--- src/rtl/arith_pkg.sv ---
// Shared arithmetic-library definitions: width limit and a reference
// sum function that benches and wider adders can reuse.
package arith_pkg;

  localparam int FA_MAX_WIDTH = 64;

  // {co, s} = a + b + ci at FA_MAX_WIDTH+1 bits; narrower callers zero-extend
  // their operands and take the low WIDTH+1 bits of the result.
  function automatic logic [FA_MAX_WIDTH:0] fa_ref(
    input logic [FA_MAX_WIDTH-1:0] a,
    input logic [FA_MAX_WIDTH-1:0] b,
    input logic                    ci
  );
    return {1'b0, a} + {1'b0, b} + {{FA_MAX_WIDTH{1'b0}}, ci};
  endfunction

endpackage

--- src/rtl/full_adder_if.sv ---
// Operand/result bundle for full_adder; the producer drives the master side.
interface full_adder_if #(
  parameter int WIDTH = 1
);
  logic             in_valid;
  logic [WIDTH-1:0] a;
  logic [WIDTH-1:0] b;
  logic             ci;
  logic             out_valid;
  logic [WIDTH-1:0] s;
  logic             co;

  modport master (
    output in_valid, a, b, ci,
    input  out_valid, s, co
  );

  modport slave (
    input  in_valid, a, b, ci,
    output out_valid, s, co
  );
endinterface

--- src/rtl/fa_cell.sv ---
// Purely combinational 1-bit full adder; one link of the ripple chain.
module fa_cell (
  input  logic a,
  input  logic b,
  input  logic ci,
  output logic s,
  output logic co
);
  assign s  = a ^ b ^ ci;
  assign co = (a & b) | (a & ci) | (b & ci);
endmodule

--- src/rtl/full_adder.sv ---
// Registered ripple-carry adder: {co, s} <= a + b + ci one clock after an
// accepted input; s/co hold while in_valid is low.
module full_adder
  import arith_pkg::*;
#(
  parameter int WIDTH = 1
) (
  input logic        clk,
  input logic        rst_n,
  full_adder_if.slave bus
);

  if (WIDTH < 1 || WIDTH > FA_MAX_WIDTH) begin : g_bad_width
    $fatal(1, "full_adder: WIDTH=%0d outside 1..%0d", WIDTH, FA_MAX_WIDTH);
  end

  logic [WIDTH:0]   carry;
  logic [WIDTH-1:0] sum;

  assign carry[0] = bus.ci;

  for (genvar i = 0; i < WIDTH; i++) begin : g_cell
    fa_cell u_cell (
      .a  (bus.a[i]),
      .b  (bus.b[i]),
      .ci (carry[i]),
      .s  (sum[i]),
      .co (carry[i+1])
    );
  end

  // NOTE: state is updated with non-blocking assignments so every register
  // samples pre-edge values regardless of process ordering.
  always_ff @(posedge clk or negedge rst_n) begin
    if (!rst_n) begin
      bus.s         <= '0;
      bus.co        <= 1'b0;
      bus.out_valid <= 1'b0;
    end else begin
      bus.out_valid <= bus.in_valid;
      if (bus.in_valid) begin
        bus.s  <= sum;
        bus.co <= carry[WIDTH];
      end
    end
  end

endmodule

--- src/flat_wrapper.sv ---
// flat-port wrapper written by rule: the top's interface ports become plain ports
module full_adder_flat import arith_pkg::*;
#(
  parameter int WIDTH = 1
)
  (clk, rst_n, bus_in_valid, bus_a, bus_b, bus_ci, bus_out_valid, bus_s, bus_co);
  full_adder_if #(.WIDTH(WIDTH)) bus_i ();
  input logic clk;
  input logic rst_n;
  input wire logic [$bits(bus_i.in_valid)-1:0] bus_in_valid;
  input wire logic [$bits(bus_i.a)-1:0] bus_a;
  input wire logic [$bits(bus_i.b)-1:0] bus_b;
  input wire logic [$bits(bus_i.ci)-1:0] bus_ci;
  output wire logic [$bits(bus_i.out_valid)-1:0] bus_out_valid;
  output wire logic [$bits(bus_i.s)-1:0] bus_s;
  output wire logic [$bits(bus_i.co)-1:0] bus_co;
  assign bus_i.in_valid = bus_in_valid;
  assign bus_i.a = bus_a;
  assign bus_i.b = bus_b;
  assign bus_i.ci = bus_ci;
  assign bus_out_valid = bus_i.out_valid;
  assign bus_s = bus_i.s;
  assign bus_co = bus_i.co;
  full_adder #(.WIDTH(WIDTH)) u_core (.clk(clk), .rst_n(rst_n), .bus(bus_i));
endmodule
--- config.mk ---
export PLATFORM = sky130hd
export DESIGN_NAME = full_adder_flat
export DESIGN_NICKNAME = d
export VERILOG_FILES = /design/src/rtl/arith_pkg.sv /design/src/rtl/full_adder_if.sv /design/src/rtl/fa_cell.sv /design/src/rtl/full_adder.sv /design/src/flat_wrapper.sv
export SDC_FILE = /design/constraint.sdc
export NUM_CORES = 1
export LEC_CHECK = 0
export CAP_MARGIN = 30
export CORE_AREA = 4 4 41 43
export CTS_CLUSTER_DIAMETER = 30
export DETAILED_ROUTE_END_ITERATION = 6
export DIE_AREA = 0 0 45 47
export GPL_ROUTABILITY_DRIVEN = 0
export PLACE_DENSITY = 0.3
export SLEW_MARGIN = 10
export SYNTH_ARGS = -nofsm -noshare
export SYNTH_HDL_FRONTEND = slang
export SYNTH_SLANG_ARGS = --single-unit
--- constraint.sdc ---
create_clock -name clk -period 1.2 [get_ports clk]
set_clock_uncertainty 0.2 [all_clocks]
set_input_delay 0.36 -clock clk [delete_from_list [all_inputs] [get_ports clk]]
set_output_delay 0.36 -clock clk [all_outputs]
set_load 0.005 [all_outputs]
## Word level (Yosys, flattened, before mapping)

Cells that the tools add are included.

- Bitwise gates (word level): 7

Operators with widths:

| kind | count |
|---|---|
| AND 1 bit | 3 |
| OR 1 bit | 2 |
| XOR 1 bit | 2 |

- Word-level logic and storage cells: 10
- Register bits after elaboration: 3

## Depth between registers and ports, before layout

- Depth in word-level cells: 3
- Depth in mapped cells: 2
- Mapped depth without buffers: 2

## Cells and area by module

Synthesis repeated with hierarchy kept, for this count alone.

- Cells, all modules: 6
- Area total of the unflattened synthesis: 117.6 µm²

By module, submodules not included:

| module | area an instance (µm²) | cells each | times used | seq. area each (µm²) |
|---|---|---|---|---|
| full_adder | 97.6 | 5 | 1 | 75.1 |
| fa_cell | 20.0 | 1 | 1 | 0.0 |

## Worst setup path before layout

OpenSTA, ideal clock, no wires.

- Path type: input to register
- From: in bus_ci
- To: reg u_core.bus.s
- Required time: 0.875 ns
- Stages on the path: 2
- Path slack: -0.186 ns
- Path buffers: 0
- Data arrival time: 1.061 ns
- Cell sequence: fa_1 > mux2_2

- Word-level cells in the longest chain between the ends: 1

Ends and longest elaborated chain:

| what | RTL line | RTL |
|---|---|---|
| from (decl) | flat_wrapper.sv:13 | `input wire logic [$bits(bus_i.ci)-1:0] bus_ci;` |
| XOR 1 bit | fa_cell.sv:9 | `assign s = a ^ b ^ ci;` |
| to (signal assigned) | full_adder.sv:42 | `bus.s <= sum;` |
| to (decl) | full_adder_if.sv:20 | `output out_valid, s, co` |

Every way passes these cells.
A chain may end at the register's enable or synchronous reset.

## Final worst setup path

- From: reg u_core.bus.co
- To: out bus_co

RTL lines:

| what | RTL line | RTL |
|---|---|---|
| from (decl) | full_adder_if.sv:20 |  |
| from (signal assigned) | full_adder.sv:43 | `bus.co <= carry[WIDTH];` |
| to (decl) | flat_wrapper.sv:16 | `output wire logic [$bits(bus_i.co)-1:0] bus_co;` |

No word-level cell between the ends.

==> flow_summary.rst <==
.. list-table::
   :header-rows: 1

   * - Metric
     - Value
   * - Register area share after synthesis
     - 63.83%
   * - WP data required
     - 640 ps
   * - Total GRT Usage
     - 3.807%
   * - Maximum buffer depth of the clock tree
     - 2
   * - Violated checks
     - setup timing
   * - Power per standard cell area
     - 1471 nW/µm²
   * - Total Neg Setup Slack
     - -252.0 ps
   * - Outcome
     - finished, violations left
   * - R2r startpoint
     - u_core.bus.s
   * - Final setup viols
     - 4
   * - Leakage power total
     - 0.1271 nW
   * - Via count of the first global-routing pass
     - 126
   * - Number of detailed-routing iterations run before antenna repair
     - 2
   * - Clock group share of total power
     - 45.6%
   * - PortBufs
     - 8
   * - Synth Warn #
     - 0
   * - Effective utilization at floorplan
     - 9.038%
   * - Post-route fraction of the period consumed by the critical path
     - 106.7%
   * - End of the worst register-to-register path
     - u_core.bus.s
   * - Total of flip-flops plus latches after synthesis
     - 3
   * - Initial antenna violation count
     - 0
   * - Placed Cells incl. Taps
     - 31
   * - Post-DP Area
     - 237.7 µm²
   * - Synthesized netlist cell count
     - 6
   * - Flop-to-flop setup slack
     - 20 ps
   * - I/O pin total
     - 9
   * - Via count
     - 109
   * - Num rows
     - 13
   * - Cell area after synthesis
     - 117.6 µm²
   * - Max_cap viols
     - 0
   * - Diodes inserted
     - 0
   * - Vias per inst
     - 2.946
   * - Clock-pin slew reported for the worst setup and hold paths after clock tree synthesis
     - 40 ps
   * - Area enclosed by the die boundary
     - 2115 µm²
   * - Final WS setup
     - -80.58 ps
   * - Worst hold-check path type
     - in2async
   * - Transition at the pin with the smallest max-transition slack
     - 154.9 ps
   * - Number of distinct library cells after synthesis
     - 3
   * - H-tree depth
     - 1
   * - Number of buffer and inverter stages on the critical path
     - 1
   * - Worst-skew pair later-pin latency
     - 230 ps
   * - Area share of the largest cell type after synthesis
     - 63.83%
   * - Clock tree root buffer cell
     - sky130_fd_sc_hd__clkbuf_4
   * - Average wire per cell in the routed design
     - 8.189 µm
   * - Commonest cells after routing, fill and taps aside
     - 5 x sky130_fd_sc_hd__buf_2, 4 x sky130_fd_sc_hd__buf_4, 3 x sky130_fd_sc_hd__clkbuf_4, 3 x sky130_fd_sc_hd__dfrtp_1, 2 x sky130_fd_sc_hd__mux2_4
   * - Data arrival at the endpoint of the critical path
     - 720 ps
   * - Critical path type
     - reg2out
   * - Slowest cell on the critical path
     - sky130_fd_sc_hd__dfrtp_1
   * - Setup repair after global routing missed its margin
     - yes
   * - Number of endpoints with negative hold slack in the final report
     - 0
   * - Setup crit end kind
     - primary output
   * - Cell-internal power
     - 0.3008 mW
   * - Number of max-slew violations in the final report
     - 0
   * - Critical Path Fanout Max
     - 2
   * - Sequential cell fraction of total power
     - 31.6%
   * - Fmax achieved
     - 780.9 MHz
   * - Hold slack
     - 113.8 ps
   * - Final std cells w/o fill
     - 37
   * - First-pass GRT wire length
     - 427 µm
   * - CTS tree
     - done
   * - Number of clock buffers inserted by TritonCTS
     - 3
   * - Layout cell share with drive strength beyond 1
     - 72.73%
   * - Ranking of synthesized cells by area
     - sky130_fd_sc_hd__dfrtp_1 64%, sky130_fd_sc_hd__mux2_2 19%, sky130_fd_sc_hd__fa_1 17%
   * - Ordered cell list for the critical path
     - buf_2
   * - Detailed-route wire length
     - 303 µm
   * - Die Width
     - 45 µm
   * - Post-cts hold buffer count
     - 0
   * - Die Height
     - 47 µm
   * - Max transition margin
     - 89.68%
   * - Syn Area/Cell
     - 19.60 µm²
   * - Crit-path max cell delay
     - 370 ps
   * - Fillers
     - 157
   * - Leftover overflow at the end of global routing
     - 0
   * - Remaining design rule violation count
     - 0
   * - Sw frac
     - 20.69%
   * - Worst R2R Path Depth
     - 3
   * - Starting DRC count in detailed routing
     - 1
   * - Maximum ir drop on the vdd rail
     - 0.2762 mV
   * - Net total in the final layout
     - 30
   * - Yosys top cell by area
     - sky130_fd_sc_hd__dfrtp_1
   * - Crit path time final
     - 1281 ps
   * - Number of sinks on the clock net
     - 3
   * - Startpoint type of the worst setup path
     - flip-flop
   * - Core footprint
     - 1301 µm²
   * - Delay-heaviest family, CP
     - flip-flops
   * - Post-detailed-route count of antenna-violating nets
     - 0
   * - Area delta synth->final
     - 119.1%
   * - Layout Cell Area excl Fill
     - 257.7 µm²
   * - Pin count of the biggest net entering global routing
     - 4
   * - Net switching component of the power
     - 0.07846 mW
   * - Net count of the mapped netlist
     - 13
   * - Commonest non-fill, non-tap cell in the layout
     - sky130_fd_sc_hd__buf_2
   * - Combinational share of power
     - 22.8%
-- metrics by stage --
step	setup WS [ps]	total power [mW]	util, %
CTS	-94.72	0.3914	19.81
floorplan	-166.1	0.1390	-
global route	-118.6	0.4054	19.81
global placement	-674.2	0.2057	18.27
detailed placement	-682.3	0.2053	18.27
finish	-80.58	0.3792	19.81
-- registers in the layout (all words and copies together) (netlist names) --
name,flops
u_core.bus.s,1
u_core.bus.out_valid,1
u_core.bus.co,1
-- cell usage after synthesis --
cell type                 instances
sky130_fd_sc_hd__dfrtp_1          3
sky130_fd_sc_hd__mux2_2           2
sky130_fd_sc_hd__fa_1             1
-- area by class of cell --
class	instances	area [µm²]	share of cell area [%]
timing repair buffer	12	85.08	33.01
sequential	3	75.07	29.13
multi-input combinational	3	52.55	20.39
clock buffer	4	26.28	10.19
tap	15	18.77	7.282
-- power by group through the flow --
stage	clock (mW)	combinational, mW	sequential, mW
5_1_grt	0.190	0.0936	0.121
3_3_place_gp	0	0.0839	0.122
3_5_place_dp	0	0.0819	0.123
6_report	0.173	0.0865	0.120
4_1_cts	0.184	0.0877	0.120
2_1_floorplan	0	0.0163	0.123
-- repair_timing --
action	in CTS	in global routing
buffers inserted	2	0
resized for setup	27	0
cloned	0	0
endpoints found under the setup margin	5	5
pin swaps	1	0
-- logic make-up (layout without fill, tap and decap cells) --
group | count (synthesis) | count (layout) | synth area share, %
multiplexers | 2 | 2 | 19.15
adder cells (fa/ha/maj) | 1 | 1 | 17.02
buffers and inverters | 0 | 16 | 0
flip-flops | 3 | 3 | 63.83
-- worst max-delay path by stage --
stage	start	to	slack, ps	depth (start not counted)
floorplan	bus_ci	u_core.bus.s	-170	2
global placement	bus_b	u_core.bus.s	-670	3
detailed placement	bus_ci	u_core.bus.s	-680	3
CTS	u_core.bus.co	bus_co	-90	1
global route	u_core.bus.co	bus_co	-120	1
finish	u_core.bus.co	bus_co	-80	1
-- routing by layer --
layer,track usage (%),routed length [µm]
met2,3.672,97
met5,0,0
met4,5.263,0
met3,4.981,78
met1,2.989,128
No activity file was read; power rests on OpenSTA's default activity.
